File: config.mk
export PLATFORM = sky130hd
export DESIGN_NAME = fifo32_sdp_ctrl
export DESIGN_NICKNAME = d
export VERILOG_FILES = /design/src/rtl/fifo32_sdp_ctrl.sv
export SDC_FILE = /design/constraint.sdc
export NUM_CORES = 1
export LEC_CHECK = 0
export CAP_MARGIN = 20
export CORE_UTILIZATION = 61
export CTS_CLUSTER_DIAMETER = 100
export CTS_CLUSTER_SIZE = 16
export DETAILED_ROUTE_END_ITERATION = 7
export PLACE_DENSITY = 0.81
export SYNTH_ARGS = -nofsm -noshare
export SYNTH_HDL_FRONTEND = slang
export SYNTH_SLANG_ARGS = --single-unit
File: constraint.sdc
create_clock -name clk -period 4.3 [get_ports clk]
set_input_delay 0.645 -clock clk [delete_from_list [all_inputs] [get_ports clk]]
set_output_delay 0.645 -clock clk [all_outputs]
set_load 0.005 [all_outputs]
File: src/rtl/fifo32_sdp_ctrl.sv
// 32-deep first-word-fall-through FIFO built on a simple-dual-port distributed RAM,
// with a registered output stage, registered level/almost_full and a sticky overflow flag.

module ram32xsdp #(
   parameter int WIDTH = 6
) (
   input  logic             clk,
   input  logic             we,
   input  logic [4:0]       waddr,
   input  logic [WIDTH-1:0] wdata,
   input  logic [4:0]       raddr,
   output logic [WIDTH-1:0] rdata
);
   logic [WIDTH-1:0] mem [0:31];

   always_ff @(posedge clk) begin
      if (we) mem[waddr] <= wdata;
   end

   assign rdata = mem[raddr];
endmodule

module fifo32_sdp_ctrl #(
   parameter int WIDTH     = 6,
   parameter int AFULL_LVL = 28
) (
   input  logic             clk,
   input  logic             rst_n,
   input  logic             flush,
   input  logic             in_valid,
   input  logic [WIDTH-1:0] in_data,
   output logic             in_ready,
   output logic             out_valid,
   output logic [WIDTH-1:0] out_data,
   input  logic             out_ready,
   output logic [5:0]       level,
   output logic             almost_full,
   output logic             ovf
);
   localparam logic [5:0] AFULL_THR = 6'(AFULL_LVL);

   logic [5:0]       wr_ptr_q, wr_ptr_d;
   logic [5:0]       rd_ptr_q, rd_ptr_d;
   logic             out_valid_q, out_valid_d;
   logic [WIDTH-1:0] out_data_q, out_data_d;
   logic [5:0]       level_q, level_d;
   logic             afull_q, afull_d;
   logic             ovf_q, ovf_d;

   logic             empty, full, push, load;
   logic [5:0]       occ_d;
   logic [WIDTH-1:0] ram_rdata;

   // Handshake: a word moves on any edge where valid && ready are both high;
   // in_ready depends only on registered pointers, never on in_valid.
   assign empty    = (wr_ptr_q == rd_ptr_q);
   assign full     = (wr_ptr_q[4:0] == rd_ptr_q[4:0]) && (wr_ptr_q[5] != rd_ptr_q[5]);
   assign in_ready = !full;
   assign push     = in_valid && in_ready;
   assign load     = (!out_valid_q || out_ready) && !empty;

   ram32xsdp #(.WIDTH(WIDTH)) u_ram (
      .clk   (clk),
      .we    (push && !flush),
      .waddr (wr_ptr_q[4:0]),
      .wdata (in_data),
      .raddr (rd_ptr_q[4:0]),
      .rdata (ram_rdata)
   );

   always_comb begin
      wr_ptr_d    = wr_ptr_q;
      rd_ptr_d    = rd_ptr_q;
      out_valid_d = out_valid_q;
      out_data_d  = out_data_q;
      ovf_d       = ovf_q;
      if (flush) begin
         wr_ptr_d    = 6'd0;
         rd_ptr_d    = 6'd0;
         out_valid_d = 1'b0;
         ovf_d       = 1'b0;
      end else begin
         if (push) wr_ptr_d = wr_ptr_q + 6'd1;
         // The read uses the pre-edge rd_ptr, so a word written this edge is never read this edge.
         if (load) begin
            rd_ptr_d    = rd_ptr_q + 6'd1;
            out_data_d  = ram_rdata;
            out_valid_d = 1'b1;
         end else if (out_valid_q && out_ready) begin
            out_valid_d = 1'b0;
         end
         if (in_valid && !in_ready) ovf_d = 1'b1;
      end
      occ_d   = wr_ptr_d - rd_ptr_d;
      level_d = occ_d + {5'd0, out_valid_d};
      afull_d = (occ_d >= AFULL_THR);
   end

   always_ff @(posedge clk or negedge rst_n) begin
      if (!rst_n) begin
         wr_ptr_q    <= 6'd0;
         rd_ptr_q    <= 6'd0;
         out_valid_q <= 1'b0;
         out_data_q  <= '0;
         level_q     <= 6'd0;
         afull_q     <= 1'b0;
         ovf_q       <= 1'b0;
      end else begin
         wr_ptr_q    <= wr_ptr_d;
         rd_ptr_q    <= rd_ptr_d;
         out_valid_q <= out_valid_d;
         out_data_q  <= out_data_d;
         level_q     <= level_d;
         afull_q     <= afull_d;
         ovf_q       <= ovf_d;
      end
   end

   assign out_valid   = out_valid_q;
   assign out_data    = out_data_q;
   assign level       = level_q;
   assign almost_full = afull_q;
   assign ovf         = ovf_q;
endmodule

=== After elaboration in Yosys (flattened, before gate mapping) ===
Memory sizes are Yosys's and may differ from the RTL's. A register that Yosys moved wholly into a read port is not among the register bits.
Index checks and enable logic that the tools add are counted.

* Register bits after elaboration: 21
* Bits in writable memories: 192
* Output and inout port bits: 16
* Logic and storage cells: 41
* Memories kept: 1

{| class="wikitable"
|+ Memory list
! name !! words !! width !! read ports !! clocked after Yosys merged registers in !! write ports !! line !! source
|-
| u_ram.mem || 32 || 6 || 1 || 1 || 1 || 14 || <nowiki>logic [WIDTH-1:0] mem [0:31];</nowiki>
|}

* Add/subtract/negate cells: 4
* Magnitude comparators: 1
* Equal/unequal tests: 3
* Multiplexer cells: 11
* Bitwise logic cells: 1
* Reductions and logical operators: 14

{| class="wikitable"
|+ Operator list
! cell !! count
|-
| 6-bit two-way mux || 4
|-
| 6-bit by 1-bit adder with 6-bit output (second input constant) || 2
|-
| 1-bit two-way mux || 7
|-
| 6-bit by 1-bit adder with 6-bit output || 1
|-
| 6-bit == test || 1
|-
| 6-bit by 5-bit greater-or-equal comparator with 1-bit output (second input constant) || 1
|-
| 1-bit logical AND || 6
|-
| 6-bit subtractor || 1
|-
| 5-bit == test || 1
|-
| 1-bit logical NOT || 5
|-
| 2-bit AND reduction || 1
|-
| 2-bit nonzero test || 1
|-
| 1-bit logical OR || 1
|-
| 1-bit != test || 1
|-
| 1-bit NOT || 1
|}

=== Longest topological paths before layout ===
Gate-level depths: netlist of run 1.

* Depth after elaboration: 8
* Mapped depth: 14
* Mapped depth without buffers: 13

=== By module ===
From an unflattened synthesis of run 1, not the netlist that was laid out.

* Cell total of the unflattened synthesis: 462
* Area total of the unflattened synthesis: 8999.9 um^2

{| class="wikitable"
|+ By module, submodules not included
! module !! times used !! cells each !! area an instance (um^2) !! seq. area each (um^2)
|-
| ram32xsdp || 1 || 317 || 7469.7 || 5765.5
|-
| fifo32_sdp_ctrl || 1 || 145 || 1530.2 || 675.6
|}

=== Worst setup path after synthesis of run 1 ===
Ideal clock, no wire load.

* Path type: register to register
* Start point: register rd_ptr_q[1]
* End point: register level_q[5], in the netlist level[5]
* Setup time: 136 ps
* Data arrival time: 3189 ps
* Required time: 4164 ps
* Slack: 976 ps
* Cell stages (with the launch flop): 14
* Buffers on the path: 1
* Period minus slack after synthesis: 3324 ps
* Cells stage by stage: dfrtp_1 > buf_6 > xor2_1 > nor3_4 > a41oi_4 > xnor2_1 > or2_2 > ha_1 > fa_1 > o21ai_0 > a21oi_1 > xnor2_1 > nand4_1 > xor3_1

* Cells in the longest elaborated chain, start to end: 8

{| class="wikitable"
|+ Ends and longest elaborated chain
! element !! line !! source
|-
| start, declared || 43 || <nowiki>logic [5:0] rd_ptr_q, rd_ptr_d;</nowiki>
|-
| start signal, assigned || 110 || <nowiki>rd_ptr_q <= rd_ptr_d;</nowiki>
|-
| branches (longest 7 deep; another with 6-bit by 1-bit adder with 6-bit output) || -- ||
|-
| 6-bit by 1-bit adder with 6-bit output (*) || 95 || <nowiki>level_d = occ_d + {5'd0, out_valid_d};</nowiki>
|-
| net level_d[5] || 46 || <nowiki>logic [5:0] level_q, level_d;</nowiki>
|-
| end signal, assigned || 113 || <nowiki>level_q <= level_d;</nowiki>
|-
| end, declared || 46 ||
|}

Mark *: on every way through the listed nets, which the timed path passes.
A chain may end at the register's enable or synchronous reset.

=== Final worst setup path of run 1 ===
* Start point: register rd_ptr_q[4]
* End point: register afull_q, in the netlist almost_full

* Cells in the longest elaborated chain, start to end: 8

{| class="wikitable"
|+ Ends and longest elaborated chain
! element !! line !! source
|-
| branches (longest 6 deep; another with 6-bit by 1-bit adder with 6-bit output) || -- ||
|-
| 6-bit subtractor (*) || 94 || <nowiki>occ_d = wr_ptr_d - rd_ptr_d;</nowiki>
|-
| 6-bit by 5-bit greater-or-equal comparator with 1-bit output (*) || 96 || <nowiki>afull_d = (occ_d >= AFULL_THR);</nowiki>
|-
| net afull_d || 47 || <nowiki>logic afull_q, afull_d;</nowiki>
|-
| end signal, assigned || 114 || <nowiki>afull_q <= afull_d;</nowiki>
|-
| end, declared || 47 ||
|}

Marked as above.

==> results.json, run 1 <==
{
  "outcome": "complete, no violations",
  "syn_nets": 565,
  "floorplan.initialDensity_pct": 62.6,
  "drive_gt1_share_pct": 13.5,
  "synth_top_cell_by_area": "sky130_fd_sc_hd__edfxtp_1",
  "post-route-worst-setup-slack_ns": 0.502,
  "multiInputGateArea_mm2": 0.00251,
  "cts-hold-fix-buffers": 0,
  "timing.final.hold_violations": 0,
  "post_route_fraction_of_the_period_consumed_by_the_critical_path_pct": 88.3,
  "cp_max_fo": 12,
  "fin_worst_skew_ns": 0.0136,
  "clkLatencyLatePin_ns": 0.47,
  "io_pins": 27,
  "drt_first_pass_iters": 5,
  "synthMostInstantiatedCell": "sky130_fd_sc_hd__edfxtp_1",
  "finalSetupViolations": 0,
  "min_period_ns": 3.80,
  "htreeDepth": 1,
  "wl_per_cell_um": 24.6,
  "grt_antenna_before_repair": 0,
  "setup_tns_ns": 0,
  "report.final.slew_viol_count": 0,
  "power-per-cell-area_mw_per_mm2": 493,
  "critPathRequiredTime_ns": 4.70,
  "synth_fa_ha_area_share_pct": 1.86,
  "final_net_count": 600,
  "timing.setup.critical_path_class": "reg -> reg",
  "antenna_left": 0,
  "die_height_um": 124,
  "io_buffer_count": 26,
  "worstHoldPathType": "reg -> reg",
  "mux_cell_area_share_after_synthesis_pct": 12.1,
  "cts_made_buffers": 17,
  "post_synth.cell_area_avg_um2": 16.9,
  "ys_top_cells_by_area": "sky130_fd_sc_hd__edfxtp_1 63%, sky130_fd_sc_hd__mux4_2 7.9%, sky130_fd_sc_hd__dfrtp_1 7.4%, sky130_fd_sc_hd__mux2i_1 4.2%, sky130_fd_sc_hd__nor2_1 1.9%",
  "die_w_um": 124,
  "buffers_inserted_during_post_cts_setup_optimization": 0,
  "clkTransAtPathRegs_ns": 0.07,
  "cap_violations": 0,
  "synth_compound_area_share_pct": 5.17,
  "post-place-ws_ns": 0.417,
  "sequential_cell_area_mm2": 0.00644,
  "timing_worst_slew_pin_value_ns": 1.09,
  "cell_area_reported_after_detailed_placement_mm2": 0.00958,
  "core_region_area_mm2": 0.0146,
  "number_of_diodes": 0,
  "cts_resized": 0,
  "worst_ep_arrival_time_ns": 4.20,
  "synth_top_area_share_pct": 63.2,
  "detail_route.vias_per_cell": 6.51,
  "yosys-top-cells-count": "192 x sky130_fd_sc_hd__edfxtp_1, 47 x sky130_fd_sc_hd__nor2_1, 38 x sky130_fd_sc_hd__mux2i_1",
  "post_synth_and_or_nand_nor_area_fraction_pct": 6.18,
  "power_leakage_uw": 0.00335,
  "post_synth_xor_area_fraction_pct": 2.26,
  "synth.cell_area_mm2": 0.00913,
  "grt_first_pass_wirelength_um": 29400,
  "routabilityCongestion": 0.864,
  "layout-area-overhead-vs-synth_pct": 10.8,
  "yosys_register_bits": 219,
  "first_global_vias": 5230,
  "cts_tree": "yes",
  "rsz0062_at_grt": "false",
  "synth-edff-count": 192,
  "synth_async_sr_flop_share_pct": 12.3,
  "post_synth_num_cell_types": 52,
  "worst_ir_drop_vdd_uv": 341,
  "timing.slew.headroom_pct": 27.0,
  "num-fill-cells": 937,
  "gr-usage-all-layers_pct": 25.2,
  "max-clock-path-buffers": 3,
  "remaining_drc_errors": 0,
  "die_area_mm2": 0.0155,
  "finish.instance_area_mm2": 0.0101,
  "synth_flop_cell": "sky130_fd_sc_hd__edfxtp_1",
  "largest_net_degree_at_the_start_of_global_routing": 50,
  "synth_warnings": 0,
  "clock.fmax_mhz": 263,
  "globalRoute.totalOverflow": 0,
  "start_kind": "register",
  "clk_root_buffer_cell": "sky130_fd_sc_hd__clkbuf_16",
  "postSynthCellCount": 541,
  "critical_path.endpoint_type": "register",
  "core.rowCount": 44,
  "final.hold.worst_slack_ns": 0.512,
  "finalWirelength_um": 19000,
  "ys_seq_area_share_pct": 70.6,
  "fin_util_pct": 69.3,
  "vias": 5011,
  "combinational_family_with_the_most_area_after_synthesis": "multiplexers",
  "dp_hpwl_um": 12000,
  "clock-sinks": 219,
  "first_iter_violations": 532
}
-- worst max-delay path, stage by stage (launching register included) --
cell and delay, ns:
sky130_fd_sc_hd__dfrtp_1 0.62, sky130_fd_sc_hd__xnor2_1 0.24, sky130_fd_sc_hd__and3b_1 0.29, sky130_fd_sc_hd__a21boi_2 0.33, sky130_fd_sc_hd__nand2_1 0.12, sky130_fd_sc_hd__xor2_1 0.16, sky130_fd_sc_hd__or2_2 0.29, sky130_fd_sc_hd__ha_1 0.32
sky130_fd_sc_hd__o21ai_0 0.11, sky130_fd_sc_hd__a21boi_0 0.35, sky130_fd_sc_hd__o21ai_0 0.25, sky130_fd_sc_hd__a2111oi_0 0.50, sky130_fd_sc_hd__a211o_1 0.15
-- state kept, by name, indices dropped and copies added (netlist names) --
name / cells
almost_full: 1
level: 6
wr_ptr_q: 6
u_ram.mem: 192
out_valid: 1
ovf: 1
rd_ptr_q: 6
out_data: 6
-- report_power, final --
group          switching [uW]  internal (uW)  total [uW]  leakage [uW]
logic                     591            538        1130       0.00104
registers                42.1           2390        2430       0.00208
clock network             675            744        1420      0.000227
-- metrics by stage --
| stage | std cells | total power, uW |
|---|---|---|
| 2_1_floorplan | 541 | 3240 |
| 3_3_place_gp | 738 | 3560 |
| 3_5_place_dp | 738 | 3600 |
| 4_1_cts | 767 | 5000 |
| 5_1_grt | 770 | 5170 |
| 6_report | 770 | 4980 |
-- cells by family after synthesis --
group,after synthesis
AOI/OAI and AO/OA,64
xor gates and xnor gates,21
adders and majority gates,13
buffers and inverters,37
DFF,219
muxes,70
and+or+nand+nor,117
-- path summary, 6_finish.rpt --
kind | cells after the start | slack [ns] | start | to
worst max-delay path | 12 | 0.50 | rd_ptr_q[4] | almost_full
worst min-delay path | 2 | 0.51 | ovf | ovf
worst max register to register | 12 | 0.50 | rd_ptr_q[4] | almost_full
worst min register to register | 2 | 0.51 | ovf | ovf
max in group asynchronous | 2 | 3.48 | rst_n | rd_ptr_q[1]
min in group asynchronous | 2 | 0.54 | rst_n | ovf
-- routing by layer --
layer,up-vias,GRT usage (%),routed length (um),share of wire [%]
li1,2172,-,-,-
met1,2565,34.0,7500,40
met2,234,42.0,9620,51
met3,40,4.68,1400,7.4
met4,0,7.80,456,2.4
met5,-,0,0,0
-- final cells by class --
class	count	area share, %
clock inverters	1	0.0619
repair buffers	40	3.96
multi-input cells	285	24.9
clock buffers	28	4.62
well taps	184	2.28
flip-flops and latches	219	63.7
inverters	13	0.483
-- placed cells by master, fill, tap and decap left out, types with 2 or more instances in the layout --
master and count:
sky130_fd_sc_hd__a21oi_1 5, sky130_fd_sc_hd__a221oi_1 17, sky130_fd_sc_hd__a22o_1 2, sky130_fd_sc_hd__a22oi_1 6, sky130_fd_sc_hd__a31oi_1 5, sky130_fd_sc_hd__and3_1 2, sky130_fd_sc_hd__and4_1 2, sky130_fd_sc_hd__buf_4 11
sky130_fd_sc_hd__buf_8 2, sky130_fd_sc_hd__clkbuf_1 11, sky130_fd_sc_hd__clkbuf_16 17, sky130_fd_sc_hd__clkdlybuf4s50_1 26, sky130_fd_sc_hd__dfrtp_1 25, sky130_fd_sc_hd__dfrtp_2 2, sky130_fd_sc_hd__edfxtp_1 192, sky130_fd_sc_hd__ha_1 12
sky130_fd_sc_hd__inv_1 11, sky130_fd_sc_hd__mux2i_1 38, sky130_fd_sc_hd__mux4_2 32, sky130_fd_sc_hd__nand2_1 28, sky130_fd_sc_hd__nand2b_1 2, sky130_fd_sc_hd__nand3_1 7, sky130_fd_sc_hd__nand3b_1 3, sky130_fd_sc_hd__nand4_1 4
sky130_fd_sc_hd__nor2_1 47, sky130_fd_sc_hd__nor2b_1 3, sky130_fd_sc_hd__nor3_1 3, sky130_fd_sc_hd__nor3b_1 2, sky130_fd_sc_hd__o211ai_1 3, sky130_fd_sc_hd__o21ai_0 19, sky130_fd_sc_hd__or2_2 5, sky130_fd_sc_hd__or3_1 2
sky130_fd_sc_hd__xnor2_1 9, sky130_fd_sc_hd__xor2_1 10
No activity file was read; power rests on OpenSTA's default activity.
==> inputs of run 2 (changes only) <==
- SLEW_MARGIN: unset -> 40
==> results.json, run 2 (same netlist as run 1, synthesis figures left out) <==
{
  "outcome": "complete, no violations",
  "clkTransAtPathRegs_ns": 0.07,
  "routabilityCongestion": 0.864,
  "clock.fmax_mhz": 259,
  "cp_max_fo": 12,
  "first_global_vias": 5224,
  "start_kind": "register",
  "gr-usage-all-layers_pct": 25.3,
  "multiInputGateArea_mm2": 0.00251,
  "io_pins": 27,
  "first_iter_violations": 488,
  "post_route_fraction_of_the_period_consumed_by_the_critical_path_pct": 89.6,
  "number_of_diodes": 0,
  "detail_route.vias_per_cell": 6.38,
  "cap_violations": 0,
  "clock-sinks": 219,
  "critical_path.endpoint_type": "register",
  "drive_gt1_share_pct": 13.9,
  "cts_made_buffers": 17,
  "layout.cells.most_common": "sky130_fd_sc_hd__edfxtp_1",
  "cts-hold-fix-buffers": 0,
  "dp_hpwl_um": 12000,
  "met2RoutedLength_um": 9330,
  "finish.instance_area_mm2": 0.0100,
  "remaining_drc_errors": 0,
  "combinationalPowerShare_pct": 22.4,
  "post-place-ws_ns": 0.386,
  "power.sequential.fraction_pct": 48.9,
  "report.final.slew_viol_count": 0,
  "cell_area_reported_after_detailed_placement_mm2": 0.00956,
  "floorplan.initialDensity_pct": 62.6,
  "rsz0062_at_grt": "false",
  "fin_util_pct": 68.9,
  "finalWirelength_um": 18700,
  "timing_worst_slew_pin_value_ns": 0.763,
  "die_height_um": 124,
  "buffers_inserted_during_post_cts_setup_optimization": 0,
  "post-route-worst-setup-slack_ns": 0.446,
  "swShare_pct": 26.3,
  "power-per-cell-area_mw_per_mm2": 496,
  "grt_first_pass_wirelength_um": 29700,
  "worstHoldPathType": "reg -> reg",
  "clk_root_buffer_cell": "sky130_fd_sc_hd__clkbuf_16",
  "routed.top_layer": "met4",
  "die_w_um": 124,
  "layout.cells.most_common_list": "192 x sky130_fd_sc_hd__edfxtp_1, 47 x sky130_fd_sc_hd__nor2_1, 38 x sky130_fd_sc_hd__mux2i_1",
  "worst_ir_drop_vdd_uv": 335,
  "grt_antenna_before_repair": 0,
  "finalSetupViolations": 0,
  "timing.final.hold_violations": 0,
  "detail_route.wirelength.met1_um": 7490,
  "switchingPower_uw": 1310,
  "fin_cells": 768,
  "worst_ep_arrival_time_ns": 4.26,
  "fin_worst_skew_ns": 0.0175,
  "setup_tns_ns": 0,
  "wl_per_cell_um": 24.3,
  "timing.slew.headroom_pct": 49.1,
  "vias": 4902,
  "io_buffer_count": 26,
  "met3_length_um": 1430,
  "power_leakage_uw": 0.00332,
  "globalRoute.totalOverflow": 0,
  "sequential_cell_area_mm2": 0.00644,
  "clkLatencyLatePin_ns": 0.48,
  "core.rowCount": 44,
  "timing.setup.critical_path_class": "reg -> reg",
  "top_reg_by_flops": "u_ram.mem",
  "die_area_mm2": 0.0155,
  "dp.cells": 738,
  "cts_tree": "yes",
  "layout-area-overhead-vs-synth_pct": 10.0,
  "largest_net_degree_at_the_start_of_global_routing": 50,
  "internal_power_uw": 3670,
  "drt_first_pass_iters": 5,
  "htreeDepth": 1,
  "cts_resized": 0,
  "largest_register_ffs": 192,
  "max-clock-path-buffers": 3,
  "final_net_count": 597,
  "critPathRequiredTime_ns": 4.71,
  "num-fill-cells": 933,
  "p_clk_share_pct": 28.7,
  "antenna_left": 0,
  "core_region_area_mm2": 0.0146,
  "min_period_ns": 3.85
}
-- run 2: changes by cell type in the layout (fill, tap and decap cells not counted), sizes merged --
cell / change
clkdlybuf4s50: -4
buf: +1
inv: +1
-- run 2: layer usage --
metal	vias up	global-route usage [%]
li1	2168	-
met1	2477	34.4
met2	218	41.9
met3	39	4.73
met4	0	7.73
met5	-	0
-- run 2: power by group through the flow --
stage          Sequential (uW)  Combinational [uW]  Clock [uW]
3_3_place_gp              2480                1080           0
4_1_cts                   2430                1130        1450
5_1_grt                   2440                1210        1520
6_report                  2430                1120        1430
2_1_floorplan             2480                 766           0
3_5_place_dp              2480                1120           0
-- run 2: worst max-delay path, stage by stage (launching register included) --
cell,delay [ns]
sky130_fd_sc_hd__dfrtp_1,0.61
sky130_fd_sc_hd__xnor2_1,0.24
sky130_fd_sc_hd__and3b_1,0.28
sky130_fd_sc_hd__a21boi_2,0.34
sky130_fd_sc_hd__nand2_1,0.11
sky130_fd_sc_hd__xor2_1,0.16
sky130_fd_sc_hd__or2_2,0.29
sky130_fd_sc_hd__ha_1,0.32
sky130_fd_sc_hd__o21ai_0,0.11
sky130_fd_sc_hd__a21boi_0,0.35
sky130_fd_sc_hd__o21ai_0,0.26
sky130_fd_sc_hd__a2111oi_0,0.55
sky130_fd_sc_hd__a211o_1,0.15
-- run 2: area by class of cell --
| type | instances | share of cell area (%) |
|---|---|---|
| Clock buffer | 28 | 4.65 |
| Clock inverter | 2 | 0.149 |
| Inverter | 13 | 0.486 |
| Multi-Input combinational cell | 285 | 25.0 |
| Sequential cell | 219 | 64.2 |
| Tap cell | 184 | 2.29 |
| Timing Repair Buffer | 37 | 3.25 |
-- run 2: stage by stage --
| stage | power (uW) | hold WS [ns] |
|---|---|---|
| 6_report | 4980 | 0.509 |
| 5_1_grt | 5160 | 0.545 |
| 4_1_cts | 5010 | 0.511 |
| 3_5_place_dp | 3600 | 0.495 |
| 3_3_place_gp | 3560 | 0.483 |
| 2_1_floorplan | 3240 | 0.349 |
-- run 2: final timing paths --
| check | slack [ns] | startpoint | endpoint | cells after the start |
|---|---|---|---|---|
| max reg2reg | 0.45 | rd_ptr_q[4] | almost_full | 12 |
| min in group asynchronous | 0.54 | rst_n | rd_ptr_q[5] | 2 |
| min reg2reg | 0.51 | out_data[2] | out_data[2] | 2 |
| min | 0.51 | out_data[2] | out_data[2] | 2 |
| max in group asynchronous | 3.47 | rst_n | rd_ptr_q[0] | 2 |
| max | 0.45 | rd_ptr_q[4] | almost_full | 12 |
==> inputs of run 3 (changes only) <==
- PLACE_DENSITY: 0.81 -> 0.79
==> results.json, run 3 (same netlist as run 1, synthesis figures left out) <==
{
  "clock.fmax_mhz": 262,
  "final_net_count": 596,
  "dp_hpwl_um": 11600,
  "cts_resized": 0,
  "report.final.slew_viol_count": 0,
  "clk_root_buffer_cell": "sky130_fd_sc_hd__clkbuf_16",
  "layout.cells.most_common_list": "192 x sky130_fd_sc_hd__edfxtp_1, 47 x sky130_fd_sc_hd__nor2_1, 38 x sky130_fd_sc_hd__mux2i_1",
  "vias": 4987,
  "buffers_inserted_during_post_cts_setup_optimization": 0,
  "power_leakage_uw": 0.00331,
  "combinationalPowerShare_pct": 22.5,
  "floorplan.initialDensity_pct": 62.6,
  "clkTransAtPathRegs_ns": 0.07,
  "finalWirelength_um": 18700,
  "htreeDepth": 1,
  "timing_worst_slew_pin_value_ns": 0.799,
  "fin_worst_skew_ns": 0.0187,
  "rsz0062_at_grt": "false",
  "num-fill-cells": 921,
  "finish.instance_area_mm2": 0.0100,
  "die_height_um": 124,
  "detail_route.vias_per_cell": 6.51,
  "die_area_mm2": 0.0155,
  "die_w_um": 124,
  "grt_antenna_before_repair": 0,
  "gr-usage-all-layers_pct": 25.1,
  "cell_area_reported_after_detailed_placement_mm2": 0.00955,
  "top_reg_by_flops": "u_ram.mem",
  "timing.slew.headroom_pct": 46.7,
  "worstHoldPathType": "reg -> reg",
  "largest_register_ffs": 192,
  "io_pins": 27,
  "core.rowCount": 44,
  "p_clk_share_pct": 28.6,
  "min_period_ns": 3.81,
  "layout.cells.most_common": "sky130_fd_sc_hd__edfxtp_1",
  "min_delay_path_depth": 2,
  "worst_ep_arrival_time_ns": 4.22,
  "clkLatencyLatePin_ns": 0.47,
  "wl_per_cell_um": 24.4,
  "cts-hold-fix-buffers": 0,
  "core_region_area_mm2": 0.0146,
  "power.total_uw": 4980,
  "io_buffer_count": 26,
  "cap_violations": 0,
  "grt_first_pass_wirelength_um": 29400,
  "swShare_pct": 26.3,
  "post_route_fraction_of_the_period_consumed_by_the_critical_path_pct": 88.6,
  "timing.final.hold_violations": 0,
  "start_kind": "register",
  "first_global_vias": 5151,
  "drt_first_pass_iters": 5,
  "routabilityCongestion": 0.895,
  "critical_path.endpoint_type": "register",
  "globalRoute.totalOverflow": 0,
  "r2r_cells": 12,
  "remaining_drc_errors": 0,
  "worst_ir_drop_vdd_uv": 282,
  "layout-area-overhead-vs-synth_pct": 9.87,
  "power.sequential.fraction_pct": 48.8,
  "finalSetupViolations": 0,
  "switchingPower_uw": 1310,
  "clock-sinks": 219,
  "cts_tree": "yes",
  "largest_net_degree_at_the_start_of_global_routing": 50,
  "setup_tns_ns": 0,
  "outcome": "complete, no violations",
  "timing.setup.critical_path_class": "reg -> reg",
  "cp_max_fo": 10,
  "max-clock-path-buffers": 3,
  "antenna_left": 0,
  "drive_gt1_share_pct": 13.6,
  "critPathRequiredTime_ns": 4.71,
  "power-per-cell-area_mw_per_mm2": 497,
  "number_of_diodes": 0,
  "internal_power_uw": 3670,
  "first_iter_violations": 526,
  "cts_made_buffers": 17
}
-- run 3: changes by cell type in the layout (fill, tap and decap cells not counted), sizes merged --
cell / change
buf: -1
inv: -1
-- run 3: path summary, 6_finish.rpt --
kind / from / end / slack (ns)
worst max-delay path: wr_ptr_q[4] / almost_full / 0.49
worst min-delay path: ovf / ovf / 0.51
worst max register to register: wr_ptr_q[4] / almost_full / 0.49
worst min register to register: ovf / ovf / 0.51
max in group asynchronous: rst_n / rd_ptr_q[1] / 3.46
min in group asynchronous: rst_n / rd_ptr_q[4] / 0.56
-- run 3: final cells by class --
type / count / area [um2] / share of cell area, %
flip-flops and latches: 219 / 6440 / 64.3
multi-input cells: 285 / 2510 / 25.1
clock buffers: 28 / 467 / 4.65
repair buffers: 36 / 319 / 3.18
well taps: 184 / 230 / 2.30
inverters: 13 / 48.8 / 0.487
clock inverters: 1 / 6.26 / 0.0624
-- run 3: per-layer routing --
metal / global-route usage [%] / up-vias / part of all wire [%]
li1: - / 2173 / -
met1: 35.6 / 2507 / 40
met2: 40.0 / 266 / 49
met3: 3.87 / 41 / 7.8
met4: 9.07 / 0 / 3.1
met5: 0 / - / 0
-- run 3: per-stage QoR --
step                std cells  util [%]  hold WS (ns)  setup WS (ns)
floorplan                 541         -         0.349          0.976
finish                    766      68.7         0.506          0.489
global route              766      68.7         0.529          0.235
global placement          737      65.6         0.477          0.602
CTS                       766      68.7         0.512          0.543
detailed placement        737      65.5         0.495          0.399
-- run 3: power by group through the flow --
stage / registers, uW / logic, uW / clock network [uW]
2_1_floorplan: 2480 / 766 / 0
3_3_place_gp: 2480 / 1090 / 0
3_5_place_dp: 2480 / 1110 / 0
4_1_cts: 2430 / 1130 / 1450
5_1_grt: 2440 / 1210 / 1530
6_report: 2430 / 1120 / 1430
-- run 3: critical path, stage by stage (launching register included) --
cell	delay, ns
sky130_fd_sc_hd__dfrtp_1	0.58
sky130_fd_sc_hd__xnor2_1	0.21
sky130_fd_sc_hd__and3b_1	0.27
sky130_fd_sc_hd__a21boi_2	0.33
sky130_fd_sc_hd__nand2_1	0.11
sky130_fd_sc_hd__xor2_1	0.16
sky130_fd_sc_hd__or2_2	0.29
sky130_fd_sc_hd__ha_1	0.33
sky130_fd_sc_hd__o21ai_0	0.17
sky130_fd_sc_hd__a21boi_0	0.38
sky130_fd_sc_hd__o21ai_0	0.23
sky130_fd_sc_hd__a2111oi_0	0.51
sky130_fd_sc_hd__a211o_1	0.16
